$ cat src/rtl/rv32i_types.sv
// Shared memory-hierarchy types: line width, arbiter state encoding and
// the I/D grant identifier used by cache_control, the L2 and cache_arbiter.
package rv32i_types;

  localparam int LINE_WIDTH = 256;

  typedef enum logic [1:0] {
    IDLE    = 2'b00,
    SERVE_I = 2'b01,
    SERVE_D = 2'b10
  } arb_state_t;

  typedef enum logic {
    GRANT_I = 1'b0,
    GRANT_D = 1'b1
  } grant_t;

  // Round-robin pick for a cycle with at least one request: a lone requester
  // wins outright, a tie goes to the side that did not win last time.
  function automatic grant_t rr_pick(input grant_t last, input logic i_req, input logic d_req);
    if (i_req && d_req) return (last == GRANT_I) ? GRANT_D : GRANT_I;
    return i_req ? GRANT_I : GRANT_D;
  endfunction

endpackage

$ cat src/rtl/cache_arbiter.sv
// Round-robin arbiter placing the L1 I-cache and D-cache line transactions
// onto one shared downstream memory port; a grant is held until mem_resp.
module cache_arbiter
  import rv32i_types::*;
#(
  parameter int ADDR_WIDTH = 32,
  parameter int LINE_WIDTH = rv32i_types::LINE_WIDTH
) (
  input  logic                  clk,
  input  logic                  rst_n,
  input  logic                  icache_read,
  input  logic [ADDR_WIDTH-1:0] icache_address,
  output logic [LINE_WIDTH-1:0] icache_rdata,
  output logic                  icache_resp,
  input  logic                  dcache_read,
  input  logic                  dcache_write,
  input  logic [ADDR_WIDTH-1:0] dcache_address,
  input  logic [LINE_WIDTH-1:0] dcache_wdata,
  output logic [LINE_WIDTH-1:0] dcache_rdata,
  output logic                  dcache_resp,
  output logic                  mem_read,
  output logic                  mem_write,
  output logic [ADDR_WIDTH-1:0] mem_address,
  output logic [LINE_WIDTH-1:0] mem_wdata,
  input  logic [LINE_WIDTH-1:0] mem_rdata,
  input  logic                  mem_resp
);

  arb_state_t state, state_nxt;
  grant_t     last_grant, last_grant_nxt;
  logic       i_req, d_req;
  logic       serve_i, serve_d;
  grant_t     pick;

  assign i_req = icache_read;
  assign d_req = dcache_read | dcache_write;
  assign pick  = rr_pick(last_grant, i_req, d_req);

  always_comb begin
    state_nxt      = state;
    last_grant_nxt = last_grant;
    case (state)
      IDLE: begin
        if (i_req || d_req) begin
          state_nxt      = (pick == GRANT_I) ? SERVE_I : SERVE_D;
          last_grant_nxt = pick;
        end
      end
      SERVE_I, SERVE_D: begin
        if (mem_resp) state_nxt = IDLE;
      end
      default: state_nxt = IDLE;
    endcase
  end

  always_ff @(posedge clk) begin
    if (!rst_n) begin
      state      <= IDLE;
      last_grant <= GRANT_I;
    end else begin
      state      <= state_nxt;
      last_grant <= last_grant_nxt;
    end
  end

  assign serve_i = (state == SERVE_I);
  assign serve_d = (state == SERVE_D);

  // Strobes track the granted requester's own strobes; a write outranks an
  // illegal simultaneous read from the D-cache.
  assign mem_read    = (serve_i & icache_read) | (serve_d & dcache_read & ~dcache_write);
  assign mem_write   = serve_d & dcache_write;
  assign mem_address = serve_d ? dcache_address : icache_address;
  assign mem_wdata   = dcache_wdata;

  assign icache_resp  = serve_i & mem_resp;
  assign dcache_resp  = serve_d & mem_resp;
  assign icache_rdata = mem_rdata;
  assign dcache_rdata = mem_rdata;

endmodule

$ cat config.mk
export PLATFORM = sky130hd
export DESIGN_NAME = cache_arbiter
export DESIGN_NICKNAME = d
export VERILOG_FILES = /design/src/rtl/rv32i_types.sv /design/src/rtl/cache_arbiter.sv
export SDC_FILE = /design/constraint.sdc
export NUM_CORES = 1
export LEC_CHECK = 0
export ABC_AREA = 1
export BUFFER_PORTS_ARGS = -buffer_cell sky130_fd_sc_hd__buf_2
export CAP_MARGIN = 20
export CORE_AREA = 2 2 537 539
export DETAILED_ROUTE_END_ITERATION = 7
export DIE_AREA = 0 0 539 541
export HOLD_SLACK_MARGIN = 0.02
export SYNTH_ARGS = -nofsm -noshare
export SYNTH_HDL_FRONTEND = slang
export SYNTH_SLANG_ARGS = --single-unit
$ cat constraint.sdc
create_clock -name clk -period 2 [get_ports clk]
set_input_delay 0.1 -clock clk [delete_from_list [all_inputs] [get_ports clk]]
set_output_delay 0.1 -clock clk [all_outputs]
set_load 0.03 [all_outputs]
Yosys cells after proc, flatten, opt, wreduce, memory -nomap -nowiden
Cells that the tools add are included.
Storage, ports and cells
  ROM bits: 0
  register bits after elaboration: 3
  memories: 0
  output and inout bits: 804
  bits of input ports: 582
  bits in latches: 0
  logic and storage cells: 31
  memory bits (writable): 0
Operators by class
  add/subtract/negate cells: 0
  muxes and demuxes: 10
  magnitude comparators: 0
  shift-type cells: 0
  bitwise gates (word level): 9
  eq/ne operators: 4
  multiply operators: 0
  div/mod/pow operators: 0
  reductions and logical operators: 6
Operators by type and width (count)
  two-way mux 32 bit: 1
  AND 1 bit: 6
  two-way mux 2 bit: 3
  two-way mux 1 bit: 5
  inequality test 2 bit (second input constant): 2
  case mux 2 bit (2 select lines): 1
  AND reduction 2 bit: 2
  == test 2 x 1 -> 1 bit (second input constant): 1
  == test 2 bit (second input constant): 1
  zero test 2 bit: 1
  bitwise OR 1 bit: 2
  OR reduction 2 bit: 1
  logical AND 1 bit: 1
  logical OR 1 bit: 1
  inverter 1 bit: 1

Depth between registers and ports, before layout
Gate-level depths: netlist of run 1.
  depth in word-level cells: 7
  gate-level depth with buffers: 7
  depth with buffers taken out: 6

Worst setup path after synthesis of run 1
OpenSTA, ideal clock, no wires.
  path kind: reg2out
  start: register state[0]
  end: output mem_read
  path slack: 534 ps
  arrival: 1366 ps
  buffers on the path: 1
  cell stages (with the launch flop): 6
  data required time: 1900 ps
  path through: dfxtp_1 -> inv_1 -> ha_1 -> buf_4 -> nand2_1 -> o21ai_0
On the way
  word-level cells in the longest chain between the ends: 4
  elaborated cells on any way between the ends: 6
Ends and longest elaborated chain
  from (decl): RTL line cache_arbiter.sv:29  | arb_state_t state, state_nxt;
  from (signal assigned): RTL line cache_arbiter.sv:61  | state <= state_nxt;
  == test 2 bit: RTL line cache_arbiter.sv:67  | assign serve_d = (state == SERVE_D);
  AND 1 bit (2 in series): RTL line cache_arbiter.sv:71  | assign mem_read = (serve_i & icache_read) | (serve_d & dcache_read & ~dcache_write);
  bitwise OR 1 bit *: RTL line cache_arbiter.sv:71
  to (decl): RTL line cache_arbiter.sv:21  | output logic mem_read,
Every way passes the cells marked *; elsewhere a longest branch is shown, timed or not.

Worst setup path in the final report of run 1
  start: register state[0]
  end: output mem_address[24]
On the way
  word-level cells in the longest chain between the ends: 2
Ends and longest elaborated chain
  == test 2 bit: RTL line cache_arbiter.sv:67
  two-way mux 32 bit: RTL line cache_arbiter.sv:73  | assign mem_address = serve_d ? dcache_address : icache_address;
  to (decl): RTL line cache_arbiter.sv:23  | output logic [ADDR_WIDTH-1:0] mem_address,
No other way between the ends.

==> results.toml, run 1 <==
[status]
run_status = "complete, no violations"

[critical_path]
crit_path_frequent_cell = "sky130_fd_sc_hd__nand2_1"
stage_delay_of_the_slowest_cell_on_the_critical_path_ns = 0.35
start_kind = "flip-flop"
worstRegToRegCells = 6
worst-setup-path-type = "reg -> out"
worstPathBufferInverterCount = 4
worstPathArrival_ns = 1.69
critical_path.slowest_cell = "sky130_fd_sc_hd__dfxtp_1"
worstSetupEndpointType = "output port"
critical_path.max_fanout = 21
cp_top_family = "buffers and inverters"
path_depth = 7
critPathRequiredTime_ns = 1.90
timing.critical_path.cells = "inv_1 -> ha_4 -> inv_2 -> buf_12 -> nand2_1 -> nand2_1 -> buf_2"

[clock_tree]
clock_latency_on_the_worst_skew_pair_ns = 0.23
cts.repair.resized = 0
tritoncts_num_sinks = 3
cts_max_path_buffers = 2
ctsHoldBuffers = 0
tritoncts = "done"
cts_buffers = 3
cts_clock_pin_slew_for_the_worst_setup_and_hold_paths_ns = 0.03
cts-root-buf = "sky130_fd_sc_hd__clkbuf_16"
cts_max_level = 1
cts_setup_buffers = 0

[timing]
holdWs_ns = 0.155
totalNegativeSetupSlack_ns = 0
rsz0062_at_grt = "false"
tightest_slew_margin_relative_to_the_limit_pct = 78.6
final_slew_violations = 0
fin_skew_ns = 0.000668
finalSetupViolCount = 0
final_period_minus_worst_setup_slack_ns = 1.79
fmax_ghz = 0.560
timing.final.crit_share_pct = 89.3
worstMarginPinSlew_ns = 0.323
hold_violations = 0

[grt]
grt_util_all_layers_pct = 13.4
grt_max_degree = 24
globalRoute.busiestLayer = "met3"
grt_antenna_before_repair = 41
grt.met2_usage_pct = 20.2
global_route.usage.met1_pct = 2.55
grt_first_pass_wirelength_mm = 214
grt_overflow = 0
number_of_global_route_vias_before_repair = 3132
met3_resource_use_gr_pct = 29.8

[synthesis]
dominantRegCellSynth = "sky130_fd_sc_hd__dfxtp_1"
synth_top_cells_by_count = "sky130_fd_sc_hd__buf_4, sky130_fd_sc_hd__nand2_1, sky130_fd_sc_hd__inv_1"
yosys.cell_count.top_type = "sky130_fd_sc_hd__buf_4"
number_of_enable_type_register_cells_in_the_synthesized_netlist = 0
synth_area_leaders = "sky130_fd_sc_hd__buf_4, sky130_fd_sc_hd__nand2_1, sky130_fd_sc_hd__dfxtp_1"
yosys_warnings = 0
synthAdderAreaFrac_pct = 0.585
mapped_cell_area_sq_um = 6420
syn_area_per_cell_sq_um = 7.05
synthesis.instances = 910
syn_nets = 1495
synth.area.mux_share_pct = 0
synth_simple_gate_area_share_pct = 6.67
synth_top_family_by_area = "buffers and inverters"
seq_area_frac_synth_pct = 0.936
async_flop_share_pct = 0
synth-compound-area-share_pct = 0.643
synth_xor_xnor_area_share_pct = 0
netlist.top_cell.by_area = "sky130_fd_sc_hd__buf_4"
postSynthRegisterBits = 3
portion_of_synthesized_cell_area_occupied_by_the_leading_cell_type_pct = 90.3
synthDistinctLibCells = 14

[finish]
layout.core_utilization_pct = 2.12
syn_to_final_growth_pct = -5.22
filler_instances = 34407
final_net_count = 839
drive_gt1_share_pct = 49.0

[place]
dpl.hpwl_mm = 200
routabilityCongestion = 0.713
place.port_buffers = 105

[floorplanning]
design.core.area_sq_um = 286000
floorplan.die.height_microns = 541
die-width_microns = 539
initial_core_util_pct = 2.24
io-pin-count = 1386
core.rowCount = 197
die_area_sq_um = 292000

[routing]
routed_via_density = 0.842
drt_first_pass_iters = 4
route.final.wire_length_mm = 203
drt_first_iter_violations = 139
drt_drc_violations_left = 0
drtAntennaViolNets = 0
wire_per_inst_microns = 50.4
routed-via-count = 3401

[min_path]
hold_depth = 3
min-delay-path-class = "in -> reg"

[power]
total_leakage_power_uw = 0.000941
ir_worst_vdd_mv = 0.228
power.density_cell_area_nw_per_um2 = 228

[job]
drv_cap = 0
## path summary, 6_finish.rpt
kind                            from                 endpoint  slack [ns]
max            state[0]$_SDFFE_PN0P_          mem_address[24]        0.21
min                            rst_n    state[0]$_SDFFE_PN0P_        0.16
max reg2reg    state[0]$_SDFFE_PN0P_    state[1]$_SDFFE_PN0P_        0.78
min reg2reg  last_grant$_SDFFE_PN0P_  last_grant$_SDFFE_PN0P_        0.51
## state kept, by name, summed over array words and instances, names as in the netlist
register and cells:
state 2, last_grant 1
## power by group
part,internal [uW],leakage (uW),switching [uW]
registers,69.7,0.0000248,7.98
clock network,263,0.0000382,58.2
logic,286,0.000878,705
## routing by layer
metal  vias to the layer above  wire length, microns  part of all wire [%]
met5                         -                   414                  0.20
met4                        10                  7500                   3.7
met3                       267                 96700                    48
met2                      1669                 85700                    42
met1                       809                 13100                   6.4
li1                        646                     -                     -
## placed cells by master (no fill, tap or decap), types with 2 or more instances in the layout
master and n:
sky130_fd_sc_hd__nand2_1 106, sky130_fd_sc_hd__buf_2 104, sky130_fd_sc_hd__inv_1 9, sky130_fd_sc_hd__buf_4 6, sky130_fd_sc_hd__buf_12 4, sky130_fd_sc_hd__diode_2 3
sky130_fd_sc_hd__a21oi_2 3, sky130_fd_sc_hd__clkbuf_16 3, sky130_fd_sc_hd__dfxtp_1 3, sky130_fd_sc_hd__inv_2 2, sky130_fd_sc_hd__o21ai_0 2, sky130_fd_sc_hd__nor2_1 2
sky130_fd_sc_hd__nand3_1 2, sky130_fd_sc_hd__ha_1 2
## tightest hold or removal path: stages
cell and delay, ns:
sky130_fd_sc_hd__buf_2 0.09, sky130_fd_sc_hd__inv_1 0.06, sky130_fd_sc_hd__a21oi_2 0.09
## metrics by stage
step                      setup WS [ns]  cells  total power (uW)  area [sq um]
after floorplan                   0.534    910              3450          6420
final                             0.214   4037              1390          6080
after global routing              0.110   4037              1490          6080
after detailed placement          0.408   4030              1120          6000
after CTS                         0.167   4034              1450          6080
after global placement            0.464   4030              1120          6000
## area by class of cell
| type | instances | area [sq um] | share of cell area (%) |
|---|---|---|---|
| Antenna cell | 3 | 7.51 | 0.123 |
| Clock buffer | 4 | 78.8 | 1.30 |
| Inverter | 11 | 41.3 | 0.679 |
| Multi-Input combinational cell | 121 | 519 | 8.54 |
| Timing Repair Buffer | 114 | 646 | 10.6 |
| Sequential cell | 3 | 60.1 | 0.987 |
| Tap cell | 3781 | 4730 | 77.8 |
## logic make-up after synthesis
group / count (synthesis)
buf+inv: 786
compound gates: 6
simple gates: 112
fa+ha+maj: 3
flops: 3
(Power assumes the default switching activity.)
==> run 2, diff against run 1 <==
Settings changed: CAP_MARGIN 20 to not set, CELL_PAD_IN_SITES_DETAIL_PLACEMENT set to 0, CELL_PAD_IN_SITES_GLOBAL_PLACEMENT set to 2, CORE_AREA 2 2 537 539 to 2 2 534 536, DIE_AREA 0 0 539 541 to 0 0 536 538, PLACE_DENSITY_LB_ADDON set to 0.1.
==> run 2 against run 1 <==
Setup slack improved by 0.040 ns. Non-clock buffer count decreased by 2. Largest cell class unchanged. Global-route usage decreased by 8.9 points. Critical path depth unchanged. Die area decreased by 1.1%. Sequential cell count unchanged.
==> results.toml, run 2 (same netlist as run 1, synthesis figures left out) <==
[status]
run_status = "complete, no violations"

[routing]
routed-via-count = 2520
wire_per_inst_microns = 17.4
drt_first_iter_violations = 142
drt_drc_violations_left = 0
route.final.wire_length_mm = 69.9
drt_first_pass_iters = 4
routed_via_density = 0.628
drtAntennaViolNets = 0

[critical_path]
worstPathArrival_ns = 1.65
critical_path.reg2reg.startpoint = "state[0]$_SDFFE_PN0P_"
worstRegToRegCells = 6
worstSetupStartpoint = "state[0]$_SDFFE_PN0P_"
critical_path.endpoint = "mem_read"
setup.reg_to_reg.worst_slack_ns = 0.83
worst-setup-path-type = "reg -> out"
r2r_end = "state[1]$_SDFFE_PN0P_"
worstSetupEndpointType = "output port"
start_kind = "flip-flop"
critical_path.max_fanout = 4
critPathRequiredTime_ns = 1.90

[clock_tree]
cts_max_level = 1
cts_setup_buffers = 0
ctsHoldBuffers = 0
clock_latency_on_the_worst_skew_pair_ns = 0.22
tritoncts_num_sinks = 3
cts_max_path_buffers = 2
tritoncts = "done"
cts_buffers = 3
cts_clock_pin_slew_for_the_worst_setup_and_hold_paths_ns = 0.03
cts-root-buf = "sky130_fd_sc_hd__clkbuf_16"

[place]
placedInstanceArea_sq_um = 5920
routabilityCongestion = 0.612
dpl.hpwl_mm = 64.6
place.port_buffers = 105

[job]
drv_cap = 0

[floorplanning]
die-width_microns = 536
design.core.area_sq_um = 283000
core.rowCount = 196
initial_core_util_pct = 2.27
io-pin-count = 1386
floorplan.die.height_microns = 538
die_area_sq_um = 288000

[finish]
register_ranked_first_by_flip_flop_count = "state"
largest_register_ff_count = 2
largestRegisters = "state x2, last_grant x1"
register_area_sq_um = 60.1
filler_instances = 33936
multi_input_area_sq_um = 509
final_net_count = 837
final_design_area_no_fill_sq_um = 6000
drive_gt1_share_pct = 48.6
final_common_cell = "sky130_fd_sc_hd__nand2_1"
layout_common_cells = "sky130_fd_sc_hd__nand2_1, sky130_fd_sc_hd__buf_2, sky130_fd_sc_hd__inv_1"
syn_to_final_growth_pct = -6.45

[power]
total_leakage_power_uw = 0.000921
ir_worst_vdd_mv = 0.159
power.density_cell_area_nw_per_um2 = 225

[grt]
grt_overflow = 0
number_of_global_route_vias_before_repair = 2771
grt_util_all_layers_pct = 4.51
grt_max_degree = 23
grt_antenna_before_repair = 11
grt_first_pass_wirelength_mm = 74.9

[timing]
final_period_minus_worst_setup_slack_ns = 1.75
timing.final.crit_share_pct = 87.3
hold_violations = 0
totalNegativeSetupSlack_ns = 0
final_slew_violations = 0
finalSetupViolCount = 0
tightest_slew_margin_relative_to_the_limit_pct = 75.3
fmax_ghz = 0.573
fin_skew_ns = 0.00365
rsz0062_at_grt = "false"
worstMarginPinSlew_ns = 0.370

[min_path]
worst_hold_startpoint = "rst_n"
min-delay-path-class = "in -> reg"
-- run 2: cell types whose count changed in the layout (fill, tap and decap cells not counted), sizes merged --
cell | previous run | this run
buf | 114 | 112
diode | 3 | 1
-- run 2: worst max-delay path, cell delays in order, from the launching register on --
cell                      delay (ns)
sky130_fd_sc_hd__dfxtp_1        0.31
sky130_fd_sc_hd__inv_1          0.09
sky130_fd_sc_hd__ha_2           0.24
sky130_fd_sc_hd__buf_4          0.14
sky130_fd_sc_hd__nand2_1        0.05
sky130_fd_sc_hd__o21ai_1        0.20
sky130_fd_sc_hd__buf_4          0.14
sky130_fd_sc_hd__buf_2          0.24
-- run 2: routing by layer --
| layer | part of all wire, % | routed length, microns | global-route usage (%) | vias up |
|---|---|---|---|---|
| li1 | - | - | - | 639 |
| met1 | 8.9 | 6250 | 1.17 | 775 |
| met2 | 47 | 32800 | 7.65 | 699 |
| met3 | 32 | 22500 | 6.51 | 403 |
| met4 | 12 | 8250 | 4.56 | 4 |
| met5 | 0.037 | 26 | 0.0329 | - |
-- run 2: per-stage QoR --
step           std cells  util (%)  setup WS [ns]  total power (uW)  hold slack, ns
2_1_floorplan        910         -          0.534              3450           0.236
5_1_grt             4013      2.12         0.0178              1470           0.200
4_1_cts             4013      2.12         0.0543              1450           0.192
3_3_place_gp        4009      2.09          0.232              1130           0.200
6_report            4014      2.12          0.255              1350           0.188
3_5_place_dp        4009      2.09          0.175              1120           0.200
-- run 2: final cells by class --
class                   instances  area share [%]
diodes                          1          0.0417
clock buffers                   4            1.31
inverters                      11           0.688
multi-input cells             121            8.48
flip-flops and latches          3            1.00
well taps                    3762            78.4
repair buffers                112            10.1
-- run 2: power breakdown --
part	switching, uW	internal [uW]	total, uW
combinational	699	254	953
sequential	6.66	69.7	76.4
clock	55.3	263	319
total	761	587	1350
-- run 2: timing repair --
item	in CTS	in global routing
gates resized for setup	1	1
pin swaps	0	0
endpoints found under the setup margin	1	2
-- run 2: worst min path at each step --
stage	to	cells past startpoint
floorplan	last_grant$_SDFFE_PN0P_	2
detailed placement	mem_wdata[118]	0
global route	icache_rdata[188]	0
global placement	mem_wdata[118]	0
finish	state[0]$_SDFFE_PN0P_	3
CTS	last_grant$_SDFFE_PN0P_	3
